`src/rtl/wbf_rd_arb_pkg.sv`:
```
// rtl/wbf_rd_arb_pkg.sv - shared states, priority modes and tag width helper for the read arbiter
package wbf_rd_arb_pkg;

   typedef enum logic [1:0] {
      IDLE  = 2'd0,
      WORK  = 2'd1,
      DRAIN = 2'd2
   } state_t;

   localparam logic PRIO_RR  = 1'b0;
   localparam logic PRIO_FIX = 1'b1;

   function automatic int tag_width(input int num_port);
      return (num_port > 1) ? $clog2(num_port) : 1;
   endfunction

endpackage

```
`src/rtl/wbf_rd_arb_if.sv`:
```
// rtl/wbf_rd_arb_if.sv - config, WCA and Weight Buffer signals; WBF_RD_ARB_PERF_EN adds the perf counters
interface wbf_rd_arb_if #(
   parameter int NUM_PORT       = 4,
   parameter int WEI_ADDR_WIDTH = 8,
   parameter int DATA_WIDTH     = 8,
   parameter int ISA_WIDTH      = NUM_PORT + 1
);
   logic                               TOPWBA_CfgVld;
   logic [ISA_WIDTH-1:0]               TOPWBA_CfgISA;
   logic                               WBATOP_CfgRdy;
   logic [NUM_PORT-1:0]                WCAWBA_AdrVld;
   logic [NUM_PORT*WEI_ADDR_WIDTH-1:0] WCAWBA_Adr;
   logic [NUM_PORT-1:0]                WBAWCA_AdrRdy;
   logic [NUM_PORT-1:0]                WBAWCA_DatVld;
   logic [NUM_PORT*DATA_WIDTH-1:0]     WBAWCA_Dat;
   logic [NUM_PORT-1:0]                WCAWBA_DatRdy;
   logic                               WBAWBF_AdrVld;
   logic [WEI_ADDR_WIDTH-1:0]          WBAWBF_Adr;
   logic                               WBFWBA_AdrRdy;
   logic                               WBFWBA_DatVld;
   logic [DATA_WIDTH-1:0]              WBFWBA_Dat;
   logic                               WBAWBF_DatRdy;
   logic                               WBATOP_Err;
`ifdef WBF_RD_ARB_PERF_EN
   logic [NUM_PORT*16-1:0]             WBATOP_PerfCnt;
`endif

   modport slave (
      input  TOPWBA_CfgVld, TOPWBA_CfgISA, WCAWBA_AdrVld, WCAWBA_Adr, WCAWBA_DatRdy,
             WBFWBA_AdrRdy, WBFWBA_DatVld, WBFWBA_Dat,
      output WBATOP_CfgRdy, WBAWCA_AdrRdy, WBAWCA_DatVld, WBAWCA_Dat,
             WBAWBF_AdrVld, WBAWBF_Adr, WBAWBF_DatRdy, WBATOP_Err
`ifdef WBF_RD_ARB_PERF_EN
      , output WBATOP_PerfCnt
`endif
   );

   modport master (
      output TOPWBA_CfgVld, TOPWBA_CfgISA, WCAWBA_AdrVld, WCAWBA_Adr, WCAWBA_DatRdy,
             WBFWBA_AdrRdy, WBFWBA_DatVld, WBFWBA_Dat,
      input  WBATOP_CfgRdy, WBAWCA_AdrRdy, WBAWCA_DatVld, WBAWCA_Dat,
             WBAWBF_AdrVld, WBAWBF_Adr, WBAWBF_DatRdy, WBATOP_Err
`ifdef WBF_RD_ARB_PERF_EN
      , input WBATOP_PerfCnt
`endif
   );
endinterface

```
`src/rtl/wbf_rd_arb_tag_fifo.sv`:
```
// rtl/wbf_rd_arb_tag_fifo.sv - in-order FIFO of granted port tags (DEPTH must be a power of 2)
module tag_fifo #(
   parameter int WIDTH = 2,
   parameter int DEPTH = 4
) (
   input  logic             clk,
   input  logic             rst,
   input  logic             push,
   input  logic [WIDTH-1:0] din,
   input  logic             pop,
   output logic [WIDTH-1:0] head,
   output logic             full,
   output logic             empty
);
   localparam int PW = (DEPTH > 1) ? $clog2(DEPTH) : 1;

   logic [WIDTH-1:0] mem [DEPTH];
   logic [PW-1:0]    wr_ptr;
   logic [PW-1:0]    rd_ptr;
   logic [PW:0]      count;
   logic             do_push;
   logic             do_pop;

   assign full    = (count == (PW+1)'(DEPTH));
   assign empty   = (count == '0);
   assign do_push = push & ~full;
   assign do_pop  = pop & ~empty;
   assign head    = mem[rd_ptr];

   always_ff @(posedge clk) begin
      if (do_push) mem[wr_ptr] <= din;
   end

   always_ff @(posedge clk) begin
      if (rst) begin
         wr_ptr <= '0;
         rd_ptr <= '0;
         count  <= '0;
      end else begin
         if (do_push) wr_ptr <= wr_ptr + 1'b1;
         if (do_pop)  rd_ptr <= rd_ptr + 1'b1;
         if (do_push & ~do_pop)      count <= count + 1'b1;
         else if (~do_push & do_pop) count <= count - 1'b1;
      end
   end
endmodule

```
`src/rtl/wbf_rd_arb.sv`:
```
// rtl/wbf_rd_arb.sv - shares the Weight Buffer read port among NUM_PORT Weight Caches
// WBF_RD_ARB_PERF_EN adds per-port stall counters on WBATOP_PerfCnt.
module wbf_rd_arb
   import wbf_rd_arb_pkg::*;
#(
   parameter int NUM_PORT       = 4,
   parameter int WEI_ADDR_WIDTH = 8,
   parameter int DATA_WIDTH     = 8,
   parameter int OUT_DEPTH      = 4,
   parameter int ISA_WIDTH      = NUM_PORT + 1
) (
   input logic          clk,
   input logic          rst,
   wbf_rd_arb_if.slave  bus
);
   localparam int TW = tag_width(NUM_PORT);

   state_t               state;
   logic                 cfg_rdy;
   logic                 err;
   logic [ISA_WIDTH-1:0] cfg;
   logic [NUM_PORT-1:0]  port_mask;
   logic                 prio_mode;
   logic [TW-1:0]        rr_ptr;
   logic [TW-1:0]        lock_port;
   logic                 lock_vld;
   logic [TW-1:0]        grant;
   logic [TW-1:0]        idx;
   logic                 found;
   logic [TW-1:0]        head;
   logic [NUM_PORT-1:0]  req;
   logic                 adr_vld;
   logic                 adr_hs;
   logic                 dat_hs;
   logic                 fifo_full;
   logic                 fifo_empty;

   assign port_mask = cfg[ISA_WIDTH-1:1];
   assign prio_mode = cfg[0];
   assign req       = bus.WCAWBA_AdrVld & port_mask;

   // A stalled grant stays locked so the address presented downstream cannot change.
   always_comb begin
      grant = '0;
      idx   = '0;
      found = 1'b0;
      if (lock_vld && req[lock_port]) begin
         grant = lock_port;
      end else if (prio_mode == PRIO_FIX) begin
         for (int i = NUM_PORT - 1; i >= 0; i--) begin
            if (req[i]) grant = TW'(i);
         end
      end else begin
         for (int i = 0; i < NUM_PORT; i++) begin
            idx = TW'((int'(rr_ptr) + i) % NUM_PORT);
            if (!found && req[idx]) begin
               grant = idx;
               found = 1'b1;
            end
         end
      end
   end

   assign adr_vld = (state == WORK) & (|req) & ~fifo_full;
   assign adr_hs  = adr_vld & bus.WBFWBA_AdrRdy;

   assign bus.WBAWBF_AdrVld = adr_vld;
   assign bus.WBAWBF_Adr    = bus.WCAWBA_Adr[int'(grant)*WEI_ADDR_WIDTH +: WEI_ADDR_WIDTH];

   always_comb begin
      bus.WBAWCA_AdrRdy        = '0;
      bus.WBAWCA_AdrRdy[grant] = adr_hs;
      bus.WBAWCA_DatVld        = '0;
      bus.WBAWCA_DatVld[head]  = bus.WBFWBA_DatVld & ~fifo_empty;
   end

   assign bus.WBAWBF_DatRdy = bus.WCAWBA_DatRdy[head] & ~fifo_empty;
   assign bus.WBAWCA_Dat    = fifo_empty ? '0 : {NUM_PORT{bus.WBFWBA_Dat}};
   assign dat_hs            = bus.WBFWBA_DatVld & bus.WBAWBF_DatRdy;
   assign bus.WBATOP_CfgRdy = cfg_rdy;
   assign bus.WBATOP_Err    = err;

   tag_fifo #(.WIDTH(TW), .DEPTH(OUT_DEPTH)) u_tag_fifo (
      .clk   (clk),
      .rst   (rst),
      .push  (adr_hs),
      .din   (grant),
      .pop   (dat_hs),
      .head  (head),
      .full  (fifo_full),
      .empty (fifo_empty)
   );

   always_ff @(posedge clk) begin
      if (rst) begin
         state     <= IDLE;
         cfg_rdy   <= 1'b1;
         cfg       <= '0;
         rr_ptr    <= '0;
         lock_vld  <= 1'b0;
         lock_port <= '0;
         err       <= 1'b0;
      end else begin
         case (state)
            IDLE: if (bus.TOPWBA_CfgVld && cfg_rdy) begin
               cfg     <= bus.TOPWBA_CfgISA;
               state   <= WORK;
               cfg_rdy <= 1'b0;
            end
            WORK: if (bus.TOPWBA_CfgVld) state <= DRAIN;
            DRAIN: if (fifo_empty && !dat_hs) begin
               state   <= IDLE;
               cfg_rdy <= 1'b1;
            end
            default: begin
               state   <= IDLE;
               cfg_rdy <= 1'b1;
            end
         endcase

         if (adr_hs) begin
            lock_vld <= 1'b0;
            if (prio_mode == PRIO_RR)
               rr_ptr <= (grant == TW'(NUM_PORT - 1)) ? '0 : grant + 1'b1;
         end else if (adr_vld) begin
            lock_vld  <= 1'b1;
            lock_port <= grant;
         end else if (state != WORK) begin
            lock_vld <= 1'b0;
         end

         // Data with nothing outstanding cannot be steered anywhere.
         if (bus.WBFWBA_DatVld && fifo_empty) err <= 1'b1;
      end
   end

`ifdef WBF_RD_ARB_PERF_EN
   logic [15:0] perf_cnt [NUM_PORT];

   always_ff @(posedge clk) begin
      for (int p = 0; p < NUM_PORT; p++) begin
         if (rst || (state == IDLE && bus.TOPWBA_CfgVld && cfg_rdy))
            perf_cnt[p] <= '0;
         else if (state == WORK && req[p] && !(adr_hs && grant == TW'(p)) && perf_cnt[p] != 16'hFFFF)
            perf_cnt[p] <= perf_cnt[p] + 16'd1;
      end
   end

   always_comb begin
      for (int p = 0; p < NUM_PORT; p++) bus.WBATOP_PerfCnt[p*16 +: 16] = perf_cnt[p];
   end
`endif
endmodule
```
`src/flat_wrapper.sv`:
```
// flat-port wrapper written by rule: the top's interface ports become plain ports
module wbf_rd_arb_flat import wbf_rd_arb_pkg::*;
#(
   parameter int NUM_PORT       = 4,
   parameter int WEI_ADDR_WIDTH = 8,
   parameter int DATA_WIDTH     = 8,
   parameter int OUT_DEPTH      = 4,
   parameter int ISA_WIDTH      = NUM_PORT + 1
)
  (clk, rst, bus_TOPWBA_CfgVld, bus_TOPWBA_CfgISA, bus_WCAWBA_AdrVld, bus_WCAWBA_Adr, bus_WCAWBA_DatRdy, bus_WBFWBA_AdrRdy, bus_WBFWBA_DatVld, bus_WBFWBA_Dat, bus_WBATOP_CfgRdy, bus_WBAWCA_AdrRdy, bus_WBAWCA_DatVld, bus_WBAWCA_Dat, bus_WBAWBF_AdrVld, bus_WBAWBF_Adr, bus_WBAWBF_DatRdy, bus_WBATOP_Err);
  wbf_rd_arb_if #(.NUM_PORT(NUM_PORT), .WEI_ADDR_WIDTH(WEI_ADDR_WIDTH), .DATA_WIDTH(DATA_WIDTH), .ISA_WIDTH(ISA_WIDTH)) bus_i ();
  input logic clk;
  input logic rst;
  input wire logic [$bits(bus_i.TOPWBA_CfgVld)-1:0] bus_TOPWBA_CfgVld;
  input wire logic [$bits(bus_i.TOPWBA_CfgISA)-1:0] bus_TOPWBA_CfgISA;
  input wire logic [$bits(bus_i.WCAWBA_AdrVld)-1:0] bus_WCAWBA_AdrVld;
  input wire logic [$bits(bus_i.WCAWBA_Adr)-1:0] bus_WCAWBA_Adr;
  input wire logic [$bits(bus_i.WCAWBA_DatRdy)-1:0] bus_WCAWBA_DatRdy;
  input wire logic [$bits(bus_i.WBFWBA_AdrRdy)-1:0] bus_WBFWBA_AdrRdy;
  input wire logic [$bits(bus_i.WBFWBA_DatVld)-1:0] bus_WBFWBA_DatVld;
  input wire logic [$bits(bus_i.WBFWBA_Dat)-1:0] bus_WBFWBA_Dat;
  output wire logic [$bits(bus_i.WBATOP_CfgRdy)-1:0] bus_WBATOP_CfgRdy;
  output wire logic [$bits(bus_i.WBAWCA_AdrRdy)-1:0] bus_WBAWCA_AdrRdy;
  output wire logic [$bits(bus_i.WBAWCA_DatVld)-1:0] bus_WBAWCA_DatVld;
  output wire logic [$bits(bus_i.WBAWCA_Dat)-1:0] bus_WBAWCA_Dat;
  output wire logic [$bits(bus_i.WBAWBF_AdrVld)-1:0] bus_WBAWBF_AdrVld;
  output wire logic [$bits(bus_i.WBAWBF_Adr)-1:0] bus_WBAWBF_Adr;
  output wire logic [$bits(bus_i.WBAWBF_DatRdy)-1:0] bus_WBAWBF_DatRdy;
  output wire logic [$bits(bus_i.WBATOP_Err)-1:0] bus_WBATOP_Err;
  assign bus_i.TOPWBA_CfgVld = bus_TOPWBA_CfgVld;
  assign bus_i.TOPWBA_CfgISA = bus_TOPWBA_CfgISA;
  assign bus_i.WCAWBA_AdrVld = bus_WCAWBA_AdrVld;
  assign bus_i.WCAWBA_Adr = bus_WCAWBA_Adr;
  assign bus_i.WCAWBA_DatRdy = bus_WCAWBA_DatRdy;
  assign bus_i.WBFWBA_AdrRdy = bus_WBFWBA_AdrRdy;
  assign bus_i.WBFWBA_DatVld = bus_WBFWBA_DatVld;
  assign bus_i.WBFWBA_Dat = bus_WBFWBA_Dat;
  assign bus_WBATOP_CfgRdy = bus_i.WBATOP_CfgRdy;
  assign bus_WBAWCA_AdrRdy = bus_i.WBAWCA_AdrRdy;
  assign bus_WBAWCA_DatVld = bus_i.WBAWCA_DatVld;
  assign bus_WBAWCA_Dat = bus_i.WBAWCA_Dat;
  assign bus_WBAWBF_AdrVld = bus_i.WBAWBF_AdrVld;
  assign bus_WBAWBF_Adr = bus_i.WBAWBF_Adr;
  assign bus_WBAWBF_DatRdy = bus_i.WBAWBF_DatRdy;
  assign bus_WBATOP_Err = bus_i.WBATOP_Err;
  wbf_rd_arb #(.NUM_PORT(NUM_PORT), .WEI_ADDR_WIDTH(WEI_ADDR_WIDTH), .DATA_WIDTH(DATA_WIDTH), .OUT_DEPTH(OUT_DEPTH), .ISA_WIDTH(ISA_WIDTH)) u_core (.clk(clk), .rst(rst), .bus(bus_i));
endmodule
```
`config.mk`:
```
export PLATFORM = sky130hd
export DESIGN_NAME = wbf_rd_arb_flat
export DESIGN_NICKNAME = d
export VERILOG_FILES = /design/src/rtl/wbf_rd_arb_pkg.sv /design/src/rtl/wbf_rd_arb_if.sv /design/src/rtl/wbf_rd_arb_tag_fifo.sv /design/src/rtl/wbf_rd_arb.sv /design/src/flat_wrapper.sv
export SDC_FILE = /design/constraint.sdc
export NUM_CORES = 1
export LEC_CHECK = 0
export CORE_MARGIN = 1.5
export CORE_UTILIZATION = 43
export CTS_CLUSTER_DIAMETER = 30
export DETAILED_ROUTE_END_ITERATION = 12
export PLACE_DENSITY = 0.91
export RECOVER_POWER = 100
export SLEW_MARGIN = 5
export SYNTH_ARGS = -nofsm -noshare
export SYNTH_HDL_FRONTEND = slang
export SYNTH_SLANG_ARGS = --single-unit
```
`constraint.sdc`:
```
create_clock -name clk -period 4.7 [get_ports clk]
set_input_delay 0.47 -clock clk [delete_from_list [all_inputs] [get_ports clk]]
set_output_delay 0.47 -clock clk [all_outputs]
set_load 0.01 [all_outputs]
```
==> results of run 1 <==
[state kept, by name, indices dropped and copies added (netlist names), named ones only]
register / flops
u_core.bus.WBATOP_CfgRdy: 1
u_core.bus.WBATOP_Err: 1
u_core.cfg: 5
u_core.lock_port: 2
u_core.lock_vld: 1
u_core.rr_ptr: 2
u_core.state: 2
u_core.u_tag_fifo.count: 3
u_core.u_tag_fifo.mem: 8
u_core.u_tag_fifo.rd_ptr: 2
u_core.u_tag_fifo.wr_ptr: 2
[cell usage after synthesis (2+ instances only)]
master / number
xor2_1: 2
clkbuf_1: 4
nor2b_1: 11
edfxtp_1: 8
a22oi_1: 2
nor3b_1: 3
nor3_1: 4
nand3_1: 5
xnor2_1: 4
nand2_1: 10
o21ai_0: 4
dfxtp_1: 23
nand2b_1: 4
mux2i_1: 31
ha_1: 5
mux4_2: 3
buf_4: 26
a32o_1: 2
and3_1: 6
a21oi_1: 6
nand2_2: 2
a31oi_1: 2
inv_1: 7
nor2_1: 24
[kinds of logic (layout without fill, tap and decap cells)]
family | Yosys count | after routing | synth area share (%)
xor gates and xnor gates | 6 | 6 | 2.49
AOI/OAI and AO/OA | 31 | 31 | 11.9
adders and majority gates | 6 | 6 | 3.92
and+or+nand+nor | 74 | 74 | 17.9
muxes | 35 | 35 | 18.5
buffers and inverters | 39 | 127 | 12.0
DFF | 31 | 31 | 33.3
[per-stage QoR]
stage	instances	utilization (%)	instance area [µm²]
floorplan	222	-	2110
global placement	369	65.2	3080
detailed placement	369	65.2	3080
CTS	377	67.4	3190
global route	377	66.9	3160
finish	377	66.9	3160
[routing by layer]
metal  wire, µm  GRT usage, %
met5          0             0
met1       1760          19.1
met2       2320          31.6
met4         56          7.13
met3        464          5.80
[power by group]
part	switching, W	total, W	internal, W
combinational	0.000126	0.000293	0.000166
sequential	0.0000128	0.000299	0.000287
clock	0.0000972	0.000252	0.000155
total	0.000236	0.000844	0.000608
[worst max-delay path by stage]
stage / start / endpoint / slack [ns] / cells past startpoint
2_1_floorplan: flip-flop / u_core.u_tag_fifo.count[2] / 1.95 / 9
3_3_place_gp: bus_WCAWBA_AdrVld[3] / bus_WBAWBF_Adr[6] / 1.05 / 9
3_5_place_dp: bus_WCAWBA_AdrVld[3] / bus_WBAWBF_Adr[4] / 0.89 / 9
4_1_cts: bus_WCAWBA_AdrVld[3] / bus_WBAWBF_Adr[4] / 0.88 / 9
5_1_grt: bus_WCAWBA_AdrVld[3] / bus_WBAWBF_Adr[6] / 0.38 / 9
6_report: bus_WCAWBA_AdrVld[3] / bus_WBAWBF_Adr[6] / 0.59 / 9
[cell type report]
| cell class | instances | area [µm²] |
|---|---|---|
| clock inverter | 3 | 38.8 |
| inverter | 7 | 26.3 |
| timing repair buffer | 112 | 1110 |
| multi-input combinational | 152 | 1130 |
| tap | 67 | 83.8 |
| clock buffer | 5 | 68.8 |
| sequential | 31 | 701 |
| fill | 367 | 1560 |
[cell usage in the layout (no fill, tap or decap), types with 2 or more instances in the layout]
| master | n |
|---|---|
| nor3b_1 | 3 |
| nand2b_1 | 4 |
| dlygate4sd3_1 | 48 |
| a32o_1 | 2 |
| a21oi_1 | 6 |
| nand3_1 | 5 |
| a22oi_1 | 2 |
| mux4_2 | 3 |
| dfxtp_1 | 23 |
| edfxtp_1 | 8 |
| clkbuf_8 | 5 |
| o21ai_0 | 4 |
| xnor2_1 | 4 |
| mux2i_1 | 31 |
| nand2_1 | 12 |
| clkdlybuf4s50_1 | 61 |
| ha_1 | 5 |
| nor3_1 | 4 |
| inv_1 | 7 |
| and3_1 | 6 |
| nor2_1 | 24 |
| nor2b_1 | 11 |
| a31oi_1 | 2 |
| xor2_1 | 2 |
[worst max-delay path, cell delays in order]
cell and delay, ns:
dlygate4sd3_1 0.65, nand2_1 0.15, o32ai_1 0.30, a32o_1 0.20
a32o_1 0.44, clkbuf_2 0.47, mux2i_1 0.25, mux2i_1 0.09
dlygate4sd3_1 0.63
==> flow_summary.json, run 1 <==
{
  "viasPerCell": 5.03,
  "synth_nets": 286,
  "syn_area_um2": 2110,
  "ant_nets": 0,
  "synth_edf_count": 8,
  "setup-tns-final_ns": 0,
  "cp-start-kind": "input port",
  "critical_path.max_fanout": 14,
  "finalWirelength_um": 4590,
  "post_cts_resized": 0,
  "synth.ff_latch_count": 31,
  "grt_pass1_vias": 1714,
  "antenna_found_initial": 0,
  "hp-start": "u_core.bus.WBATOP_Err",
  "async_flop_share_pct": 0,
  "syn_to_final_growth_pct": 50.0,
  "p_leak_nw": 1.25,
  "fin_crit_sh_pct": 87.5,
  "rsz0062_at_grt": "false",
  "worstPathArrival_ns": 3.64,
  "grt_pass1_wl_um": 7360,
  "drv_cap": 0,
  "pre_cts_ws_ns": 0.895,
  "core_um2": 4720,
  "gp_congestion": 0.878,
  "power.density_nw_per_um2": 267,
  "layout_min_cycle_time_ns": 4.11,
  "crit_path_end_kind": "primary output",
  "fmax_ghz": 0.243,
  "antenna_cells_inserted": 0,
  "setup_viol": 0,
  "syn_inst": 222,
  "grt_start_max_net_pins": 24,
  "die_h_um": 73,
  "post_cts_buffers": 0,
  "cts_tree": "yes",
  "grt_use_total_pct": 17.7,
  "path_class": "input port to primary output",
  "start_util_pct": 44.6,
  "cp.required_ns": 4.23,
  "ctsLongestPathBuffers": 2,
  "yosysUniqueCellTypes": 48,
  "root_buffer": "clkbuf_8",
  "cts_made_buffers": 5,
  "max-slew-margin-rel_pct": 24.1,
  "port_buffers": 109,
  "drive_above_1_share_pct": 5.48,
  "dpl.hpwl_um": 3760,
  "avgRoutedWirePerCell_um": 12.2,
  "synth_area_leaders": "dfxtp_1 22%, mux2i_1 15%, edfxtp_1 11%",
  "holdWs_ns": 0.479,
  "avgSynthCellArea_um2": 9.49,
  "die_w_um": 73,
  "ir_drop_uv": 179,
  "outcome": "completed",
  "ios": 110,
  "grt-ovfl-total": 0,
  "r2r_cells": 10,
  "nets": 373,
  "yosysSeqAreaShare_pct": 33.3,
  "timing.rr.end": "u_core.u_tag_fifo.count[2]",
  "hp-class": "flip-flop to flip-flop",
  "ys.flop_type": "dfxtp_1",
  "yosysWarnings": 0,
  "hold_end": "u_core.bus.WBATOP_Err",
  "drtIter0Drc": 51,
  "skew_ns": 0.00691,
  "clk_pin_slew_ns": 0.07,
  "yosysTopAreaCell": "dfxtp_1",
  "slew_viol_final": 0,
  "drt_pass1_iterations": 4,
  "clock_sinks": 31,
  "worstMarginPinSlew_ns": 1.12,
  "r2r_start": "u_core.cfg[4]",
  "rrSetupSlack_ns": 1.46,
  "drc": 0,
  "clock_latency_ns": 0.29,
  "hold_buffers": 0,
  "hold_path_depth": 2,
  "power_w": 0.000844,
  "htreeDepth": 2,
  "rows": 25,
  "fin_ws_ns": 0.586,
  "num_vias": 1896,
  "hold_violations": 0,
  "synth_top_area_share_pct": 21.9,
  "die_area_um2": 5330
}
Power figures use the tool's default switching activity.
==> run 2: changes to the inputs <==
- CORE_UTILIZATION: 43 -> 44
- PLACE_DENSITY: 0.91 -> 0.92
- SYNTH_HIERARCHICAL: unset -> 1
==> run 2 against run 1 <==
Against the previous run: clock-buffer cell count rose by 2; global-route usage fell by 0.087 points; critical path depth fell by 2; first-iteration DRC count fell by 3.9%; clock power fell by 15%; maximum frequency rose by 10%; sequential power fell by 3%; synthesized area rose by 3.0%; cell count rose by 1.6%; sequential share of layout area fell by 0.22 points; largest cell class unchanged; highest routed layer unchanged.
==> flow_summary.json, run 2 <==
{
  "outcome": "completed",
  "slew_viol_final": 0,
  "combPwrFrac_pct": 26.4,
  "htreeDepth": 2,
  "drc": 0,
  "nets": 380,
  "rsz0062_at_grt": "false",
  "antenna_found_initial": 0,
  "yosysUniqueCellTypes": 49,
  "yosysSeqAreaShare_pct": 32.3,
  "cp_cell_sequence": "dlygate4sd3_1, nand2_1, o221ai_1, a221o_1, a31oi_2, and3_1, dlygate4sd3_1",
  "setup_viol": 0,
  "clkPwrFrac_pct": 31.2,
  "synth_common_cells": "33 x mux2i_1, 24 x buf_4, 23 x dfxtp_1",
  "path_delay_family": "compound AO/OA/AOI/OAI gates",
  "port_buffers": 109,
  "ys.flop_type": "dfxtp_1",
  "crit_path_end_kind": "primary output",
  "drv_cap": 0,
  "rrSetupSlack_ns": 1.31,
  "drt_pass1_iterations": 5,
  "grt_pass1_vias": 1750,
  "syn_area_um2": 2170,
  "clock_latency_ns": 0.28,
  "path_class": "input port to primary output",
  "hold_path_depth": 2,
  "die_area_um2": 5360,
  "top_register": "u_core/u_tag_fifo/mem",
  "synth_edf_count": 8,
  "dpl.hpwl_um": 3810,
  "grt_use_total_pct": 17.6,
  "worst_path_max_delay_cell": "a31oi_2",
  "synth_fa_ha_area_share_pct": 4.38,
  "ios": 110,
  "fmax_ghz": 0.268,
  "die_h_um": 73.2,
  "cts_tree": "yes",
  "gp_congestion": 0.808,
  "synth.area.mux_share_pct": 18.9,
  "post_cts_buffers": 0,
  "path_buf_inv": 2,
  "hold_buffers": 0,
  "crit_top_cell": "dlygate4sd3_1",
  "grt-ovfl-total": 0,
  "reg.largest.list": "u_core/u_tag_fifo/mem: 8 flops, u_core/cfg: 5 flops, u_core/u_tag_fifo/count: 3 flops",
  "seqPwrFrac_pct": 42.4,
  "cp.required_ns": 4.23,
  "viasPerCell": 5.07,
  "fin_crit_sh_pct": 79.4,
  "avgSynthCellArea_um2": 9.60,
  "synth_nets": 291,
  "max-slew-margin-rel_pct": 46.1,
  "post_cts_resized": 0,
  "mostFrequentLayoutCells": "55 x dlygate4sd3_1, 54 x clkdlybuf4s50_1, 33 x mux2i_1",
  "avgRoutedWirePerCell_um": 12.3,
  "ant_nets": 0,
  "setup-tns-final_ns": 0,
  "path_depth": 7,
  "ctsLongestPathBuffers": 2,
  "synth_area_leaders": "dfxtp_1 21%, mux2i_1 15%, edfxtp_1 11%",
  "power.density_nw_per_um2": 214,
  "skew_ns": 0.00497,
  "p_int_w": 0.000507,
  "synth.ff_latch_count": 31,
  "grt_pass1_wl_um": 7330,
  "finalWirelength_um": 4720,
  "worstMarginPinSlew_ns": 0.805,
  "switchingPower_w": 0.000175,
  "antenna_cells_inserted": 0,
  "synth_compound_area_share_pct": 10.6,
  "ir_drop_uv": 97.9,
  "nFillCells": 386,
  "synth-xor-area-share_pct": 1.61,
  "clock_sinks": 31,
  "grt_start_max_net_pins": 24,
  "slowest_delay_ns": 0.68,
  "yosysTopAreaCell": "dfxtp_1",
  "cts_made_buffers": 5,
  "synthSimpleGateAreaFrac_pct": 19.4,
  "rows": 25,
  "synth_top_area_share_pct": 21.2,
  "start_util_pct": 45.9,
  "holdWs_ns": 0.459,
  "yosysWarnings": 6,
  "layout_commonest_cell": "dlygate4sd3_1",
  "worstPathArrival_ns": 3.26,
  "syn_to_final_growth_pct": 47.1,
  "root_buffer": "clkbuf_8",
  "hp-class": "flip-flop to flip-flop",
  "drive_above_1_share_pct": 5.70,
  "largest_reg_flops": 8,
  "r2r_cells": 13,
  "cp-start-kind": "input port",
  "post-synth-top-count-cell": "mux2i_1",
  "die_w_um": 73.2,
  "syn_inst": 226,
  "swShare_pct": 25.7,
  "drtIter0Drc": 49,
  "clk_pin_slew_ns": 0.06,
  "layout_min_cycle_time_ns": 3.73,
  "core_um2": 4720,
  "p_leak_nw": 1.31,
  "async_flop_share_pct": 0,
  "critical_path.max_fanout": 11,
  "num_vias": 1943,
  "hold_violations": 0,
  "synth_top_family_by_area": "simple AND/OR/NAND/NOR gates"
}
-- run 2: changes by cell type in the layout (fill, tap and decap cells not counted), sizes merged, moves of 3 or more --
| cell | previous run | this run |
|---|---|---|
| nor2 | 24 | 21 |
| xnor2 | 4 | 0 |
| inv | 7 | 12 |
| dlygate4sd3 | 48 | 55 |
| clkdlybuf4s50 | 61 | 54 |
| and2 | 1 | 7 |
-- run 2: kinds of logic after synthesis --
kind of cell | after synthesis
buffers and inverters | 42
adder cells (fa/ha/maj) | 7
AO/OA/AOI/OAI | 30
AND/OR/NAND/NOR | 75
flip-flops | 31
XOR/XNOR | 4
multiplexers | 37
-- run 2: stage by stage --
step / std cells / utilization [%] / instance area (µm²) / power (W) / setup slack, ns
2_1_floorplan: 226 / - / 2170 / 0.000396 / 1.79
3_3_place_gp: 375 / 66.5 / 3140 / 0.000485 / 1.13
3_5_place_dp: 375 / 66.5 / 3140 / 0.000490 / 1.03
4_1_cts: 383 / 68.4 / 3230 / 0.000704 / 1.03
5_1_grt: 383 / 67.6 / 3190 / 0.000715 / 0.770
6_report: 383 / 67.6 / 3190 / 0.000682 / 0.968
-- run 2: worst paths after layout --
kind	endpoint	startpoint
max	bus_WBAWCA_AdrRdy[1]	bus_WCAWBA_AdrVld[2]
min	u_core/bus.WBATOP_Err	u_core/bus.WBATOP_Err
max reg2reg	u_core/u_tag_fifo/count[2]	u_core/u_tag_fifo/count[0]
min reg2reg	u_core/bus.WBATOP_Err	u_core/bus.WBATOP_Err
-- run 2: final cells by class --
type / instances / area (µm²) / area share, %
well taps: 67 / 83.8 / 2.63
inverters: 12 / 52.6 / 1.65
clock buffers: 7 / 86.3 / 2.70
multi-input cells: 153 / 1160 / 36.3
clock inverters: 1 / 5.00 / 0.157
repair buffers: 112 / 1110 / 34.7
flip-flops and latches: 31 / 701 / 22.0
-- run 2: worst min-delay path, cell delays in order, from the launching register on --
cell and delay (ns):
dfxtp_1 0.32, a21oi_1 0.04, nor2_1 0.07
-- run 2: power groups by stage --
stage	logic [W]	clock network, W	registers, W
floorplan	0.000101	0	0.000295
global placement	0.000190	0	0.000295
detailed placement	0.000194	0	0.000295
CTS	0.000195	0.000219	0.000290
global route	0.000196	0.000228	0.000290
finish	0.000180	0.000213	0.000289
-- run 2: routing by layer --
layer,wire length [µm],track usage (%),vias up
li1,-,-,958
met1,1790,18.4,861
met2,2280,32.3,116
met3,578,6.49,8
met4,60,5.45,0
met5,0,0,-
